===== config.mk =====
export PLATFORM = sky130hd
export DESIGN_NAME = pe_feeder_flat
export DESIGN_NICKNAME = d
export VERILOG_FILES = /design/src/rtl/pe_feeder_pkg.sv /design/src/rtl/pe_feeder_if.sv /design/src/rtl/pe_valid_delay.sv /design/src/rtl/pe_feeder.sv /design/src/flat_wrapper.sv
export SDC_FILE = /design/constraint.sdc
export NUM_CORES = 1
export LEC_CHECK = 0
export BUFFER_PORTS_ARGS = -buffer_cell sky130_fd_sc_hd__clkbuf_2
export CORE_MARGIN = 3
export CORE_UTILIZATION = 25
export DETAILED_ROUTE_END_ITERATION = 12
export HOLD_SLACK_MARGIN = 0.06
export SLEW_MARGIN = 0
export SYNTH_ARGS = -nofsm -noshare
export SYNTH_HDL_FRONTEND = slang
export SYNTH_SLANG_ARGS = --single-unit

===== constraint.sdc =====
create_clock -name clk -period 2.29 [get_ports clk]
set_clock_uncertainty 0.2 [all_clocks]
set_input_delay 0.1145 -clock clk [delete_from_list [all_inputs] [get_ports clk]]
set_output_delay 0.1145 -clock clk [all_outputs]
set_load 0.1 [all_outputs]

===== src/rtl/pe_feeder_pkg.sv =====
// Shared definitions for the PE feeder: default widths and FSM state encoding.
package pe_feeder_pkg;

  localparam int unsigned DEF_DATA_WIDTH   = 8;
  localparam int unsigned DEF_WEIGHT_WIDTH = 8;
  localparam int unsigned DEF_LEN_WIDTH    = 8;
  localparam int unsigned DEF_PE_LATENCY   = 3;

  typedef enum logic [1:0] {
    ST_IDLE   = 2'd0,
    ST_STREAM = 2'd1,
    ST_DRAIN  = 2'd2,
    ST_DONE   = 2'd3
  } state_e;

endpackage


===== src/rtl/pe_feeder_if.sv =====
// Pixel source handshake bundle.
//   pix_in_data  : pixel value, source -> feeder
//   pix_in_valid : source has a pixel
//   pix_in_ready : feeder accepts a pixel this cycle
interface pe_feeder_if #(
  parameter int unsigned DATA_WIDTH = 8
) ();

  logic [DATA_WIDTH-1:0] pix_in_data;
  logic                  pix_in_valid;
  logic                  pix_in_ready;

  modport master (output pix_in_data, output pix_in_valid, input pix_in_ready);
  modport slave  (input pix_in_data, input pix_in_valid, output pix_in_ready);

endinterface


===== src/rtl/pe_valid_delay.sv =====
// {en,last} delay line matching the PE pipeline latency.
//   en_i/last_i   : flags launched alongside pe_en
//   en_o/last_o   : flags DEPTH edges later (registered)
//   en_pre_o      : en one stage before en_o, used to time result capture
module pe_valid_delay #(
  parameter int unsigned DEPTH = 4
) (
  input  logic clk,
  input  logic rst,
  input  logic en_i,
  input  logic last_i,
  output logic en_o,
  output logic last_o,
  output logic en_pre_o
);

  logic [DEPTH-1:0] en_q, en_d;
  logic [DEPTH-1:0] last_q, last_d;

  always_comb begin
    en_d   = {en_q[DEPTH-2:0], en_i};
    last_d = {last_q[DEPTH-2:0], last_i & en_i};
  end

  always_ff @(posedge clk or posedge rst) begin
    if (rst) begin
      en_q   <= '0;
      last_q <= '0;
    end else begin
      en_q   <= en_d;
      last_q <= last_d;
    end
  end

  assign en_o     = en_q[DEPTH-1];
  assign last_o   = last_q[DEPTH-1];
  assign en_pre_o = en_q[DEPTH-2];

endmodule


===== src/rtl/pe_feeder.sv =====
// Feeds a frame of pixels into a pipelined PE and collects its products.
//   clk, rst                  : clock, async active-high reset
//   cfg_weight/_valid         : weight load (IDLE only)
//   start, frame_len          : frame kick-off and pixel count (IDLE only)
//   pix_if                    : pixel source handshake
//   pe_input/pe_weight/pe_en  : drive to the PE
//   pe_output                 : PE product
//   res_data/valid/last       : result stream, no backpressure
//   busy, done                : status; done is a one-cycle pulse
module pe_feeder
  import pe_feeder_pkg::*;
#(
  parameter int unsigned DATA_WIDTH   = DEF_DATA_WIDTH,
  parameter int unsigned WEIGHT_WIDTH = DEF_WEIGHT_WIDTH,
  parameter int unsigned LEN_WIDTH    = DEF_LEN_WIDTH,
  parameter int unsigned PE_LATENCY   = DEF_PE_LATENCY
) (
  input  logic                               clk,
  input  logic                               rst,
  input  logic [WEIGHT_WIDTH-1:0]            cfg_weight,
  input  logic                               cfg_weight_valid,
  input  logic                               start,
  input  logic [LEN_WIDTH-1:0]               frame_len,
  pe_feeder_if.slave                         pix_if,
  output logic [DATA_WIDTH-1:0]              pe_input,
  output logic [WEIGHT_WIDTH-1:0]            pe_weight,
  output logic                               pe_en,
  input  logic [DATA_WIDTH+WEIGHT_WIDTH-1:0] pe_output,
  output logic [DATA_WIDTH+WEIGHT_WIDTH-1:0] res_data,
  output logic                               res_valid,
  output logic                               res_last,
  output logic                               busy,
  output logic                               done
);

  localparam int unsigned PROD_WIDTH = DATA_WIDTH + WEIGHT_WIDTH;

  state_e                  state_q, state_d;
  logic [LEN_WIDTH-1:0]    cnt_q, cnt_d;
  logic [LEN_WIDTH-1:0]    len_q, len_d;
  logic [WEIGHT_WIDTH-1:0] weight_q, weight_d;
  logic [DATA_WIDTH-1:0]   pe_input_q, pe_input_d;
  logic                    pe_en_q, pe_en_d;
  logic                    pe_last_q, pe_last_d;
  logic [PROD_WIDTH-1:0]   res_data_q, res_data_d;
  logic                    busy_q, busy_d;
  logic                    done_q, done_d;
  logic                    ready_q, ready_d;
  logic                    xfer;
  logic                    dly_en, dly_last, dly_en_pre;

  // Next-state and registered-output logic.
  always_comb begin
    state_d    = state_q;
    cnt_d      = cnt_q;
    len_d      = len_q;
    weight_d   = weight_q;
    pe_input_d = pe_input_q;
    pe_en_d    = 1'b0;
    pe_last_d  = 1'b0;
    xfer       = ready_q & pix_if.pix_in_valid;
    // Product is valid at pe_output exactly when the en bit is one stage from the tap.
    res_data_d = dly_en_pre ? pe_output : res_data_q;

    case (state_q)
      ST_IDLE: begin
        if (cfg_weight_valid) weight_d = cfg_weight;
        if (start) begin
          len_d   = frame_len;
          cnt_d   = '0;
          state_d = (frame_len != '0) ? ST_STREAM : ST_DONE;
        end
      end
      ST_STREAM: begin
        if (xfer) begin
          pe_input_d = pix_if.pix_in_data;
          pe_en_d    = 1'b1;
          cnt_d      = cnt_q + LEN_WIDTH'(1);
          if (cnt_q == len_q - LEN_WIDTH'(1)) begin
            pe_last_d = 1'b1;
            state_d   = ST_DRAIN;
          end
        end
      end
      ST_DRAIN: begin
        if (dly_en && dly_last) state_d = ST_DONE;
      end
      ST_DONE:  state_d = ST_IDLE;
      default:  state_d = ST_IDLE;
    endcase

    // Status flops track the state being entered so they align with it.
    busy_d  = (state_d == ST_STREAM) || (state_d == ST_DRAIN);
    done_d  = (state_d == ST_DONE);
    ready_d = (state_d == ST_STREAM);
  end

  always_ff @(posedge clk or posedge rst) begin
    if (rst) begin
      state_q    <= ST_IDLE;
      cnt_q      <= '0;
      len_q      <= '0;
      weight_q   <= '0;
      pe_input_q <= '0;
      pe_en_q    <= 1'b0;
      pe_last_q  <= 1'b0;
      res_data_q <= '0;
      busy_q     <= 1'b0;
      done_q     <= 1'b0;
      ready_q    <= 1'b0;
    end else begin
      state_q    <= state_d;
      cnt_q      <= cnt_d;
      len_q      <= len_d;
      weight_q   <= weight_d;
      pe_input_q <= pe_input_d;
      pe_en_q    <= pe_en_d;
      pe_last_q  <= pe_last_d;
      res_data_q <= res_data_d;
      busy_q     <= busy_d;
      done_q     <= done_d;
      ready_q    <= ready_d;
    end
  end

  // One extra stage beyond the PE latency covers the res_data register.
  pe_valid_delay #(
    .DEPTH (PE_LATENCY + 1)
  ) u_valid_delay (
    .clk      (clk),
    .rst      (rst),
    .en_i     (pe_en_q),
    .last_i   (pe_last_q),
    .en_o     (dly_en),
    .last_o   (dly_last),
    .en_pre_o (dly_en_pre)
  );

  assign pix_if.pix_in_ready = ready_q;
  assign pe_input            = pe_input_q;
  assign pe_weight           = weight_q;
  assign pe_en               = pe_en_q;
  assign res_data            = res_data_q;
  assign res_valid           = dly_en;
  assign res_last            = dly_last;
  assign busy                = busy_q;
  assign done                = done_q;

endmodule

===== src/flat_wrapper.sv =====
// flat-port wrapper written by rule: the top's interface ports become plain ports
module pe_feeder_flat import pe_feeder_pkg::*;
#(
  parameter int unsigned DATA_WIDTH   = DEF_DATA_WIDTH,
  parameter int unsigned WEIGHT_WIDTH = DEF_WEIGHT_WIDTH,
  parameter int unsigned LEN_WIDTH    = DEF_LEN_WIDTH,
  parameter int unsigned PE_LATENCY   = DEF_PE_LATENCY
)
  (clk, rst, cfg_weight, cfg_weight_valid, start, frame_len, pe_input, pe_weight, pe_en, pe_output, res_data, res_valid, res_last, busy, done, pix_if_pix_in_data, pix_if_pix_in_valid, pix_if_pix_in_ready);
  pe_feeder_if #(.DATA_WIDTH(DATA_WIDTH)) pix_if_i ();
  input  logic clk;
  input  logic rst;
  input  logic [WEIGHT_WIDTH-1:0] cfg_weight;
  input  logic cfg_weight_valid;
  input  logic start;
  input  logic [LEN_WIDTH-1:0] frame_len;
  output logic [DATA_WIDTH-1:0] pe_input;
  output logic [WEIGHT_WIDTH-1:0] pe_weight;
  output logic pe_en;
  input  logic [DATA_WIDTH+WEIGHT_WIDTH-1:0] pe_output;
  output logic [DATA_WIDTH+WEIGHT_WIDTH-1:0] res_data;
  output logic res_valid;
  output logic res_last;
  output logic busy;
  output logic done;
  input wire logic [$bits(pix_if_i.pix_in_data)-1:0] pix_if_pix_in_data;
  input wire logic [$bits(pix_if_i.pix_in_valid)-1:0] pix_if_pix_in_valid;
  output wire logic [$bits(pix_if_i.pix_in_ready)-1:0] pix_if_pix_in_ready;
  assign pix_if_i.pix_in_data = pix_if_pix_in_data;
  assign pix_if_i.pix_in_valid = pix_if_pix_in_valid;
  assign pix_if_pix_in_ready = pix_if_i.pix_in_ready;
  pe_feeder #(.DATA_WIDTH(DATA_WIDTH), .WEIGHT_WIDTH(WEIGHT_WIDTH), .LEN_WIDTH(LEN_WIDTH), .PE_LATENCY(PE_LATENCY)) u_core (.clk(clk), .rst(rst), .cfg_weight(cfg_weight), .cfg_weight_valid(cfg_weight_valid), .start(start), .frame_len(frame_len), .pix_if(pix_if_i), .pe_input(pe_input), .pe_weight(pe_weight), .pe_en(pe_en), .pe_output(pe_output), .res_data(res_data), .res_valid(res_valid), .res_last(res_last), .busy(busy), .done(done));
endmodule

; ---- Word level (Yosys, flattened, before mapping)
; Cells that the tools add are included.
[classes]
n_addsub = 2
reduce_logical = 9
bitwise = 2
n_mux = 14
n_eq_ne = 9
[ops]
columns = operator, n
row1 = 2-to-1 mux 8 bit, 2
row2 = case mux 8 bit (2 select lines), 1
row3 = 2-to-1 mux 2 bit, 5
row4 = "adder 8 x 1 -> 8 bit, second input constant", 1
row5 = "== test 2 bit, second input constant", 4
row6 = == test 8 bit, 1
row7 = case mux 2 bit (4 select lines), 1
row8 = nonzero test 8 bit, 1
row9 = "subtractor 8 x 1 -> 8 bit, second input constant", 1
row10 = AND reduction 2 bit, 3
row11 = 2-to-1 mux 1 bit, 5
row12 = "== test 2 x 1 -> 1 bit, second input constant", 2
row13 = AND reduction 3 bit, 1
row14 = AND 1 bit, 2
row15 = zero test 2 bit, 1
row16 = "!= test 2 x 1 -> 1 bit, second input constant", 1
row17 = "!= test 2 bit, second input constant", 1
row18 = nonzero test 2 bit, 1
row19 = logical AND 1 bit, 1
row20 = logical OR 1 bit, 1
[totals]
reg_bits = 63
in_bits = 45
elab_cells = 49
output_inout_bits = 38

; ---- Logic depth before layout (Yosys ltp)
[depth]
word_depth = 7
mapped_depth = 9
ltp_nobuf = 9

; ---- Hierarchy
; From an unflattened synthesis, not the netlist that was laid out.
[unflattened]
cells_unflattened = 211
area_unflattened_um2 = 2631.3
[modules_own_cells]
columns = module, cells_each, area_each_um2, instances, seq_area_each_um2
row1 = pe_feeder, 201, 2421.1, 1, 1376.3
row2 = pe_valid_delay, 10, 210.2, 1, 200.2

; ---- Least setup slack after synthesis
; No wires, ideal clock.
[synth_timing]
kind = flip-flop to flip-flop
start = register u_core.ready_q, in the netlist u_core.pix_if.pix_in_ready
end = register u_core.busy_q, in the netlist u_core.busy
t_arrival_ns = 2.033
required_time_ns = 1.977
synth_period_minus_slack_ns = 2.346
n_path_buf = 0
setup_time_ns = 0.113
slack_ns = -0.056
stages_incl_launch_ff = 8
path_cell_list = dfrtp_1 > nand2_1 > nor3_1 > nand4_1 > a211oi_2 > o21ai_0 > ha_1 > inv_1
[synth_between]
elab_chain_cells = 5
elab_cells_between_ends = 6
classes_between = eq/ne: 2 / mux: 2 / bitwise: 1 / reduce/logical: 1
[synth_rtl]
columns = item, line
row1 = "start, declared", pe_feeder.sv:48  ; logic ready_q, ready_d;
row2 = "start signal, assigned", pe_feeder.sv:122  ; ready_q <= ready_d;
row3 = AND 1 bit (*), pe_feeder.sv:61  ; xfer = ready_q & pix_if.pix_in_valid;
row4 = 2-to-1 mux 2 bit (*), pe_feeder.sv:75  ; if (xfer) begin
row5 = case mux 2 bit (4 select lines) (*), pe_feeder.sv:65  ; case (state_q)
row6 = == test 2 x 1 -> 1 bit or == test 2 bit (tied branches), pe_feeder.sv:93  ; busy_d = (state_d == ST_STREAM) || (state_d == ST_DRAIN);
row7 = logical OR 1 bit (*), pe_feeder.sv:93
row8 = named net u_core.busy_d, pe_feeder.sv:46  ; logic busy_q, busy_d;
row9 = "end signal, assigned", pe_feeder.sv:120  ; busy_q <= busy_d;
row10 = "end, declared", pe_feeder.sv:46
; The timed path passes the listed nets; every way through them passes the cells marked *.
; A chain may end at the register's enable or synchronous reset.

; ---- Final worst setup path
[layout_timing]
start = register u_core.len_q[2]
end = register u_core.busy_q, in the netlist u_core.busy
[layout_between]
elab_chain_cells = 7
elab_cells_between_ends = 8
classes_between = add/sub: 1 / eq/ne: 3 / mux: 3 / reduce/logical: 1
[layout_rtl]
columns = item, line
row1 = "start, declared", pe_feeder.sv:40  ; logic [LEN_WIDTH-1:0] len_q, len_d;
row2 = "start signal, assigned", pe_feeder.sv:114  ; len_q <= len_d;
row3 = subtractor 8 x 1 -> 8 bit (*), pe_feeder.sv:79  ; if (cnt_q == len_q - LEN_WIDTH'(1)) begin
row4 = == test 8 bit (*), pe_feeder.sv:79
row5 = 2-to-1 mux 2 bit (*), pe_feeder.sv:79
row6 = 2-to-1 mux 2 bit (*), pe_feeder.sv:75
row7 = case mux 2 bit (4 select lines) (*), pe_feeder.sv:65
row8 = == test 2 x 1 -> 1 bit or == test 2 bit (tied branches), pe_feeder.sv:93
row9 = logical OR 1 bit (*), pe_feeder.sv:93
row10 = named net u_core.busy_d, pe_feeder.sv:46
; Marked as above.

==> impl_results.md <==
* Status: finished clean
* Seq/Total Area, Yosys at 59.5%
* Setup violators final at 0
* Post-synth EDFFs at 0
* Synth Area in Adders at 1.42%
* Hold Fails Final Rpt at 0
* Fin crit period at 2.18 ns
* Crit path cell chain: nor4_4 -> nand2_1 -> o31a_1 -> a211oi_2 -> buf_4 -> o21ai_0 -> ha_1 -> inv_1
* Worst slew margin at 53.5%
* Nets at 411
* Simple-Gate Fraction of Synth Area at 13.4%
* Fin crit share at 95.4%
* Fillers at 951
* Yosys warning total at 0
* Compound-Gate Fraction of Synth Area at 5.43%
* Drc violations at 0
* Hold depth at 3
* Chip height at 109 um
* Later-pin clock latency in the skew report at 0.33 ns
* Sink Count at 63
* Most frequent cell after synthesis: dfrtp_1
* All-Layer GR Usage at 11.9%
* Hold Path Class: in2reg
* Measured slew at the worst slew-check pin at 0.698 ns
* RSZ-0062 raised after global routing: no
* Final Max Tran Viols at 0
* Mux cell area share after synthesis at 12.7%
* Core Box Area at 0.0100 mm^2
* Stages on the worst setup path at 8
* RePlAce Congestion at 0.771
* Final core occ at 39.7%
* Area Growth Syn to Fin at 50.3%
* Ports at 83
* Max clock buf depth at 2
* WL/cell at 13.0 um
* Post-synthesis xor/xnor area fraction at 5.62%
* Setup CP Type: reg2reg
* Fmax at 0.458 GHz
* WP buf/inv at 2
* Critical Path Fanout Max at 4
* Antenna Nets Post-Route at 0
* Synth top cells by count: dfrtp_1, nand2_1, mux2_2, xnor2_1, nor2_1
* Critical Path End Type: register
* PortBufs at 82
* Top post-synthesis cells by area: dfrtp_1, mux2_2, nand2_1
* Register area at 0.00158 mm^2
* Average size of a mapped cell at 12.0 um^2
* Yosys reg bits at 63
* Multi-input gate area at 0.00106 mm^2
* Post-synth ARST share at 100%
* Net count after synthesis at 269
* Combinational family with the most area after synthesis: simple AND/OR/NAND/NOR gates
* Rows at 36
* Gr ovfl total at 0
* Die area at 0.0119 mm^2
* CP max stage cell: dfrtp_1
* Worst path max stage delay at 0.40 ns
* Post-synth top area share at 59.5%
* Die width at 109 um
* CTS Root Cell: clkbuf_8
* Vias in the first global route at 2310
* Max Cap Viol at 0
* Initial DRC Count at 60
* Pre-antenna DRT Iters at 5
* Main synth FF type: dfrtp_1
* Num CTS Buffers at 9
* Final HPWL DP at 4610 um
* Critical Path RT at 2.31 ns
* R2R depth at 8
* Cells after Synth at 221
* First-pass GRT wire length at 10800 um
* Critical path startpoint category: register
* Share of cells above drive strength 1 at 41.3%
* Synth cell types at 32
* CTS tree: yes
* H-Tree Depth at 3
* Vias at 2152
* Initial core utilization at 26.4%
* Synth area leader: dfrtp_1
* Initial antenna violation count at 0
* Drt via density at 4.30
* Routed WL at 6490 um
* Top delay family on crit path: compound AO/OA/AOI/OAI gates
* Antenna diodes at 0
* Largest net degree at the start of global routing at 27
* CP arrival at 2.21 ns
* Clk slew on worst S/H paths at 0.07 ns
* Mapped Area at 0.00265 mm^2
[cell usage in the layout, fill, tap and decap left out, types with 2 or more instances in the layout]
master / count
a21oi_1: 5
mux2_2: 30
clkbuf_1: 2
buf_4: 13
clkbuf_8: 12
ha_1: 2
nor2_1: 11
nand2b_1: 2
dfrtp_1: 61
nor2b_1: 3
nand3_1: 5
nand4_1: 2
xnor2_1: 12
clkbuf_2: 82
nand2_1: 36
xor2_1: 5
and2_1: 2
nor3_1: 6
nor4_1: 2
dlygate4sd3_1: 42
nor4_4: 2
o21bai_1: 2
inv_1: 4
dfrtp_2: 2
o21ai_0: 7
nor3b_2: 2
[worst reg2reg max path: stages (launching register included)]
cell,delay (ns)
dfrtp_1,0.40
nor4_4,0.30
nand2_1,0.08
o31a_1,0.30
a211oi_2,0.22
buf_4,0.16
o21ai_0,0.08
ha_1,0.30
inv_1,0.04
[routing by layer]
metal	vias to the layer above	global-route usage [%]	wire, um
met5	-	0	0
met4	0	3.79	75
met3	6	4.38	305
met2	61	20.4	3470
met1	1051	13.7	2640
li1	1034	-	-
[final cells by class]
class                   count  area share [%]
flip-flops and latches     63            39.6
repair buffers            138            23.8
inverters                   6           0.565
well taps                 133            4.18
clock inverters             2           0.942
clock buffers              14            4.33
multi-input cells         145            26.5
[worst paths after layout]
path,startpoint,slack (ns),end
worst min-delay path,pix_if_pix_in_valid,0.08,u_core.pe_en
worst max-delay path,u_core.len_q[2],0.11,u_core.busy
worst max register to register,u_core.len_q[2],0.11,u_core.busy
max in group asynchronous,rst,1.10,u_core.pe_weight[7]
worst min register to register,u_core.u_valid_delay.en_q[1],0.15,u_core.u_valid_delay.en_q[2]
min in group asynchronous,rst,0.19,u_core.pe_weight[4]
[cells by family after synthesis]
logic type,Yosys count
buf+inv,13
mux,30
simple gates,74
fa+ha+maj,3
flops,63
compound gates,21
xor+xnor,17
[flip-flops by register name, indices dropped and copies added (netlist names), 2 cells and up]
| register | count |
|---|---|
| u_core.len_q | 8 |
| u_core.pe_weight | 8 |
| u_core.pe_input | 8 |
| u_core.cnt_q | 8 |
| u_core.u_valid_delay.en_q | 4 |
| u_core.u_valid_delay.last_q | 4 |
| u_core.state_q | 2 |
| u_core.res_data | 16 |
[repair_timing]
| item | CTS | global route |
|---|---|---|
| hold endpoints to repair | 83 | 0 |
| cloned | 0 | 0 |
| pin swaps | 1 | 3 |
| setup endpoints to repair | 1 | 1 |
| hold buffers | 42 | 0 |
| buffers inserted | 1 | 0 |
| gates resized for setup | 1 | 6 |
[through the flow]
stage | std cells | hold WS, ns | setup TNS, ns | worst slack [ns] | cell area [um^2]
after CTS | 501 | 0.0711 | 0 | 0.0172 | 3950
after floorplan | 221 | 0.0199 | 0 | 0.0754 | 2650
after detailed placement | 442 | 0.00975 | -0.106 | -0.106 | 3310
after global placement | 442 | 0.00387 | -0.0176 | -0.0176 | 3310
final | 501 | 0.0840 | 0 | 0.105 | 3980
after global routing | 501 | 0.118 | 0 | 0.0114 | 3980
Power is left out: the tool's default activity adds up to more than one toggle a clock period on the data nets, which glitch-free logic cannot reach.
